`config.mk`:
```
export PLATFORM = sky130hd
export DESIGN_NAME = pe_col_drain
export DESIGN_NICKNAME = d
export VERILOG_FILES = /design/src/rtl/pe_drain_pkg.sv /design/src/rtl/pe_drain_fifo.sv /design/src/rtl/pe_col_drain.sv
export SDC_FILE = /design/constraint.sdc
export NUM_CORES = 1
export LEC_CHECK = 0
export CAP_MARGIN = 20
export CORE_AREA = 10 10 162 164
export CTS_BUF_LIST = sky130_fd_sc_hd__clkbuf_2
export CTS_CLUSTER_SIZE = 25
export DETAILED_ROUTE_END_ITERATION = 8
export DIE_AREA = 0 0 172 174
export HOLD_SLACK_MARGIN = 0.08
export PLACE_DENSITY = 0.81
export REMOVE_ABC_BUFFERS = 1
export SYNTH_ARGS = -nofsm -noshare
export SYNTH_HDL_FRONTEND = slang
export SYNTH_SLANG_ARGS = --single-unit
```
`constraint.sdc`:
```
create_clock -name CLK -period 8.9 [get_ports CLK]
set_input_delay 2.225 -clock CLK [delete_from_list [all_inputs] [get_ports CLK]]
set_output_delay 2.225 -clock CLK [all_outputs]
set_load 0.1 [all_outputs]
```
`src/rtl/pe_drain_pkg.sv`:
```
// Shared constants and types for the PE column drain: widths, saturation bounds, lane index.
package pe_drain_pkg;

  localparam int unsigned DBITS      = 32;
  localparam int unsigned LANES      = 4;
  localparam int unsigned FIFO_DEPTH = 4;
  localparam int unsigned OUT_W      = 8;

  localparam int SAT_MAX = 127;
  localparam int SAT_MIN = -128;

  localparam int unsigned LANE_IDX_W = (LANES > 1) ? $clog2(LANES) : 1;

  typedef logic [LANE_IDX_W-1:0] lane_idx_t;

endpackage

```
`src/rtl/pe_drain_fifo.sv`:
```
// Synchronous word FIFO for the drain path; drops a push when full and no pop coincides.
module pe_drain_fifo #(
  parameter int unsigned WIDTH = 32,
  parameter int unsigned DEPTH = 4
) (
  input  logic                       CLK,
  input  logic                       RST,
  input  logic                       push,
  input  logic [WIDTH-1:0]           push_data,
  input  logic                       out_ready,
  output logic [WIDTH-1:0]           out_data,
  output logic                       out_valid,
  output logic [$clog2(DEPTH):0]     count,
  output logic                       overflow
);

  localparam int unsigned PW = (DEPTH > 1) ? $clog2(DEPTH) : 1;
  localparam int unsigned CW = $clog2(DEPTH) + 1;

  logic [WIDTH-1:0] mem [DEPTH];
  logic [PW-1:0]    wr_ptr;
  logic [PW-1:0]    rd_ptr;
  logic             pop_c;
  logic             accept_c;
  logic [CW-1:0]    count_nxt;

  function automatic logic [PW-1:0] ptr_inc(input logic [PW-1:0] p);
    return (p == PW'(DEPTH - 1)) ? '0 : p + PW'(1);
  endfunction

  assign pop_c    = out_valid && out_ready;
  assign accept_c = push && ((count < CW'(DEPTH)) || pop_c);
  assign out_data = mem[rd_ptr];

  always_comb begin
    count_nxt = count;
    case ({accept_c, pop_c})
      2'b10:   count_nxt = count + CW'(1);
      2'b01:   count_nxt = count - CW'(1);
      default: count_nxt = count;
    endcase
  end

  always_ff @(posedge CLK or posedge RST) begin
    if (RST) begin
      for (int i = 0; i < int'(DEPTH); i++) mem[i] <= '0;
      wr_ptr    <= '0;
      rd_ptr    <= '0;
      count     <= '0;
      out_valid <= 1'b0;
      overflow  <= 1'b0;
    end else begin
      if (accept_c) begin
        mem[wr_ptr] <= push_data;
        wr_ptr      <= ptr_inc(wr_ptr);
      end
      if (pop_c) rd_ptr <= ptr_inc(rd_ptr);
      count     <= count_nxt;
      out_valid <= (count_nxt != '0);
      if (push && !accept_c) overflow <= 1'b1;
    end
  end

endmodule

```
`src/rtl/pe_col_drain.sv`:
```
// Drains a PE column: round/shift/saturate each result to 8 bits, pack lanes into words, buffer in a FIFO.
// Optional macro PE_DRAIN_RELU_EN clamps negative results to zero before saturation.
module pe_col_drain
  import pe_drain_pkg::*;
#(
  parameter int unsigned DBITS      = pe_drain_pkg::DBITS,
  parameter int unsigned LANES      = pe_drain_pkg::LANES,
  parameter int unsigned FIFO_DEPTH = pe_drain_pkg::FIFO_DEPTH
) (
  input  logic                            CLK,
  input  logic                            RST,
  input  logic [DBITS-1:0]                in_c,
  input  logic                            in_valid,
  input  logic [3:0]                      in_shift,
  input  logic                            in_propagate,
  output logic [8*LANES-1:0]              out_data,
  output logic                            out_valid,
  input  logic                            out_ready,
  output logic [$clog2(FIFO_DEPTH):0]     fifo_count,
  output logic                            overflow
);

  localparam int unsigned WORD_W = OUT_W * LANES;
  localparam int unsigned EXT_W  = DBITS + 1;

  logic             s1_valid;
  logic [DBITS-1:0] s1_c;
  logic [3:0]       s1_shift;
  logic             s1_prop;

  logic signed [EXT_W-1:0] ext_c;
  logic signed [EXT_W-1:0] bias_c;
  logic signed [EXT_W-1:0] shr_c;
  logic signed [EXT_W-1:0] relu_c;
  logic [OUT_W-1:0]        res_c;

  lane_idx_t         lane_idx;
  lane_idx_t         lane_nxt;
  logic              last_prop;
  logic              prop_nxt;
  logic [WORD_W-1:0] word_q;
  logic [WORD_W-1:0] word_nxt;
  logic              push_c;
  logic [WORD_W-1:0] push_word_c;

  // Stage 1: capture the raw tail result
  always_ff @(posedge CLK or posedge RST) begin
    if (RST) begin
      s1_valid <= 1'b0;
      s1_c     <= '0;
      s1_shift <= '0;
      s1_prop  <= 1'b0;
    end else begin
      s1_valid <= in_valid;
      if (in_valid) begin
        s1_c     <= in_c;
        s1_shift <= in_shift;
        s1_prop  <= in_propagate;
      end
    end
  end

  // Round-half-up arithmetic shift at DBITS+1 bits, then clamp to a signed byte
  always_comb begin
    ext_c  = EXT_W'($signed(s1_c));
    bias_c = '0;
    if (s1_shift != 4'd0) bias_c = EXT_W'(1) << (s1_shift - 4'd1);
    shr_c  = (ext_c + bias_c) >>> s1_shift;
`ifdef PE_DRAIN_RELU_EN
    relu_c = (shr_c < 0) ? '0 : shr_c;
`else
    relu_c = shr_c;
`endif
    if (relu_c > $signed(EXT_W'(SAT_MAX)))      res_c = OUT_W'(SAT_MAX);
    else if (relu_c < $signed(EXT_W'(SAT_MIN))) res_c = OUT_W'(SAT_MIN);
    else                                        res_c = relu_c[OUT_W-1:0];
  end

  // Packer: a tile change flushes a partial word; the last lane completes one
  always_comb begin
    word_nxt    = word_q;
    lane_nxt    = lane_idx;
    prop_nxt    = last_prop;
    push_c      = 1'b0;
    push_word_c = '0;
    if (s1_valid) begin
      prop_nxt = s1_prop;
      if ((s1_prop != last_prop) && (lane_idx != '0)) begin
        push_c                = 1'b1;
        push_word_c           = word_q;
        word_nxt              = '0;
        word_nxt[OUT_W-1:0]   = res_c;
        lane_nxt              = lane_idx_t'(1);
      end else if (lane_idx == lane_idx_t'(LANES - 1)) begin
        push_c                                      = 1'b1;
        push_word_c                                 = word_q;
        push_word_c[int'(lane_idx)*OUT_W +: OUT_W]  = res_c;
        word_nxt                                    = '0;
        lane_nxt                                    = '0;
      end else begin
        word_nxt[int'(lane_idx)*OUT_W +: OUT_W] = res_c;
        lane_nxt                                = lane_idx + lane_idx_t'(1);
      end
    end
  end

  always_ff @(posedge CLK or posedge RST) begin
    if (RST) begin
      word_q    <= '0;
      lane_idx  <= '0;
      last_prop <= 1'b0;
    end else begin
      word_q    <= word_nxt;
      lane_idx  <= lane_nxt;
      last_prop <= prop_nxt;
    end
  end

  pe_drain_fifo #(
    .WIDTH (WORD_W),
    .DEPTH (FIFO_DEPTH)
  ) u_fifo (
    .CLK       (CLK),
    .RST       (RST),
    .push      (push_c),
    .push_data (push_word_c),
    .out_ready (out_ready),
    .out_data  (out_data),
    .out_valid (out_valid),
    .count     (fifo_count),
    .overflow  (overflow)
  );

endmodule

```
==> results.md <==
* Final net count at 1732
* VDD IR-drop max at 221 uV
* Fmax at 152 MHz
* Die Y at 174 um
* Most frequent cells after synthesis: nand2_1, dfrtp_1, nor2_1
* Syn-to-layout area delta at 9.63%
* Largest cells by area after synthesis: dfrtp_1, o31ai_1, mux4_2, a21oi_1, nand2_1
* #FFs+latches synth at 210
* Measured slew at the worst slew-check pin at 1.16 ns
* Post-CTS Setup Bufs at 0
* R2R Path End: u_fifo.mem[85]$_DFFE_PP0P_
* Post-route cell area at 15700 sq um
* Vias in the first global route at 13418
* Startpoint Class: flop
* Slew HR at 22.6%
* CTS tree: yes
* Initial core utilization at 61.8%
* Max Cap Viol at 0
* Crit path required time at 9.67 ns
* DP Area at 15100 sq um
* Synth area leader: dfrtp_1
* Via density at 6.86
* Async SR Flop Fraction at 100%
* H-tree Lvls at 2
* CP Max Fanout at 42
* DR pass1 iterations at 5
* Worst Hold End: u_fifo.mem[7]$_DFFE_PP0P_
* Yosys warning total at 0
* R2R depth at 16
* Sequential share of the synthesized area at 36.8%
* Leak at 6.32 nW
* Worst-Skew Late Latency at 0.91 ns
* GRT Overall Usage at 29.1%
* Total grt overflow at 0
* Routed WL per cell at 22.3 um
* Fin util at 67.7%
* CTS resizes at 0
* Via Count at 13640
* Inserted Clock Buffers at 55
* CP Capture Type: flop
* Min-delay src: u_fifo.mem[7]$_DFFE_PP0P_
* Crit path kind: flop to flop
* Crit-path slowest cell: a41oi_2
* Hold buffers post-CTS at 0
* Setup_tns at 0 ns
* GPL Wtd Cong at 0.998
* Outcome: finished, final reports clean
* Rows at 56
* DP HPWL at 29900 um
* Final Max Tran Viols at 0
* Skew final at 0.0520 ns
* Io pins at 78
* Clk slew on worst S/H paths at 0.10 ns
* WP data arrival at 7.33 ns
* Die Footprint at 29900 sq um
* # DRC at 0
* Max stage delay on crit path at 0.73 ns
* Hold_ws at 0.487 ns
* Syn avg cell area at 8.77 sq um
* TritonCTS Sinks at 210
* Worst r2r src: s1_shift[1]$_DFFE_PP0P_
* Hold WC Path Type: flop to flop
* WL final at 44300 um
* Crit path time final at 6.57 ns
* Final ANT Viol Nets at 0
* Synthesized instance count at 1628
* Endpoints failing hold at 0
* Top FF cell, synth: dfrtp_1
* Core area at 23100 sq um
* Max clock buf depth at 3
* Largest net degree at the start of global routing at 155
* Root Driver: clkbuf_2
* Synth cell types at 82
* Yosys top cell area share at 36.8%
* Initial DRC count at 1770
* Final Cycle Share at 73.8%
* Die W at 172 um
* Mapped Area at 14300 sq um
* Critical Path, Cell by Cell: buf_4, nand2_1, nor2_1, ha_1, nand2_1, o211ai_1, nand4_1, a2111oi_2, nor4_1, o311ai_1, o41a_1, nor4b_1, a31oi_1, nor2_1, a41oi_2, o31ai_1
* Reg-to-reg setup timing slack at 2.33 ns
* Count leader, synth: nand2_1
* EDFF count, synth at 0
* Pwr Total at 3.79 mW
* Global-route wire length before repair at 71000 um
* RSZ-0062 raised after global routing: no
* Power Density at 242 nW/um^2
* Initial antenna violation count at 2
* Final setup violation count at 0
* Share of cells above drive strength 1 at 13.4%
* Hold path depth at 2
* IO Port Bufs at 77
==> flip-flops by register name, indices dropped and copies added, names as in the netlist, 2 cells and up <==
signal,flops
s1_c,32
s1_shift,4
u_fifo.count,3
lane_idx,2
u_fifo.wr_ptr,2
u_fifo.rd_ptr,2
u_fifo.mem,128
word_q,32
==> layout make-up <==
cell class                      instances  area, sq um
Antenna cell                            1         2.50
Clock buffer                           76          380
Clock inverter                         16         95.1
Fill cell                            1923         7470
Inverter                               23         93.8
Multi-Input combinational cell       1266         8450
Sequential cell                       210         5260
Tap cell                              290          363
Timing Repair Buffer                  105         1010
==> worst max-delay path: cells and delay by family, from the launching register on <==
kind,cells,cell delay (ns)
buf+inv,1,0.41
simple gates,7,2.34
flops,1,0.36
fa+ha+maj,1,0.47
compound gates,7,2.83
==> layer usage <==
metal | part of all wire, % | wire, um | vias to the layer above | global-route usage (%)
li1 | - | - | 6173 | -
met1 | 40 | 17700 | 6578 | 37.4
met2 | 48 | 21300 | 741 | 46.8
met3 | 7.9 | 3500 | 146 | 4.89
met4 | 4.2 | 1860 | 2 | 13.1
met5 | 0.029 | 13 | - | 0
==> cells in the final DEF, fill, tap and decap left out, types with 10 or more instances in the layout <==
cell type	count
and4_1	12
mux2i_1	24
a31oi_1	13
or3_1	10
o31ai_1	148
dfrtp_1	208
inv_1	22
nor2_1	194
nand2_1	209
mux2_2	37
and2_1	17
buf_4	24
mux4_2	43
o21ai_0	35
o21ai_1	26
nor4_1	14
o211ai_1	12
nor3_1	34
clkinv_1	11
a21oi_1	167
clkbuf_2	76
a211oi_1	14
ha_1	28
nand3_1	33
nand4_1	25
xnor2_1	14
clkdlybuf4s50_1	76
==> power breakdown <==
part           internal [mW]  total (mW)  switching (mW)
logic                  0.568        1.80            1.23
clock network          0.260       0.675           0.415
registers               1.16        1.31           0.147
==> worst max path at each step <==
stage               cells after the start                    start                          end
global placement                       18  s1_shift[0]$_DFFE_PP0P_  u_fifo.mem[108]$_DFFE_PP0P_
CTS                                    18  s1_shift[0]$_DFFE_PP0P_  u_fifo.mem[100]$_DFFE_PP0P_
global route                           18  s1_shift[0]$_DFFE_PP0P_  u_fifo.mem[101]$_DFFE_PP0P_
finish                                 16  s1_shift[1]$_DFFE_PP0P_   u_fifo.mem[85]$_DFFE_PP0P_
floorplan                               1                      RST      lane_idx[0]$_DFFE_PP0P_
detailed placement                     18  s1_shift[0]$_DFFE_PP0P_  u_fifo.mem[100]$_DFFE_PP0P_
==> through the flow <==
step                setup WS, ns  instances
CTS                         2.43       1982
global route                1.90       1987
floorplan                  0.937       1499
finish                      2.33       1987
global placement            2.66       1890
detailed placement          2.52       1890
==> logic make-up after synthesis <==
family / after synthesis / synth area share, %
multiplexers: 104 / 11.4
other: 1 / 0.0263
XOR/XNOR: 23 / 1.41
AO/OA/AOI/OAI: 518 / 24.5
buffers and inverters: 152 / 4.45
flip-flops: 210 / 36.8
AND/OR/NAND/NOR: 590 / 18.7
adder cells (fa/ha/maj): 30 / 2.73
(Power assumes the default switching activity.)
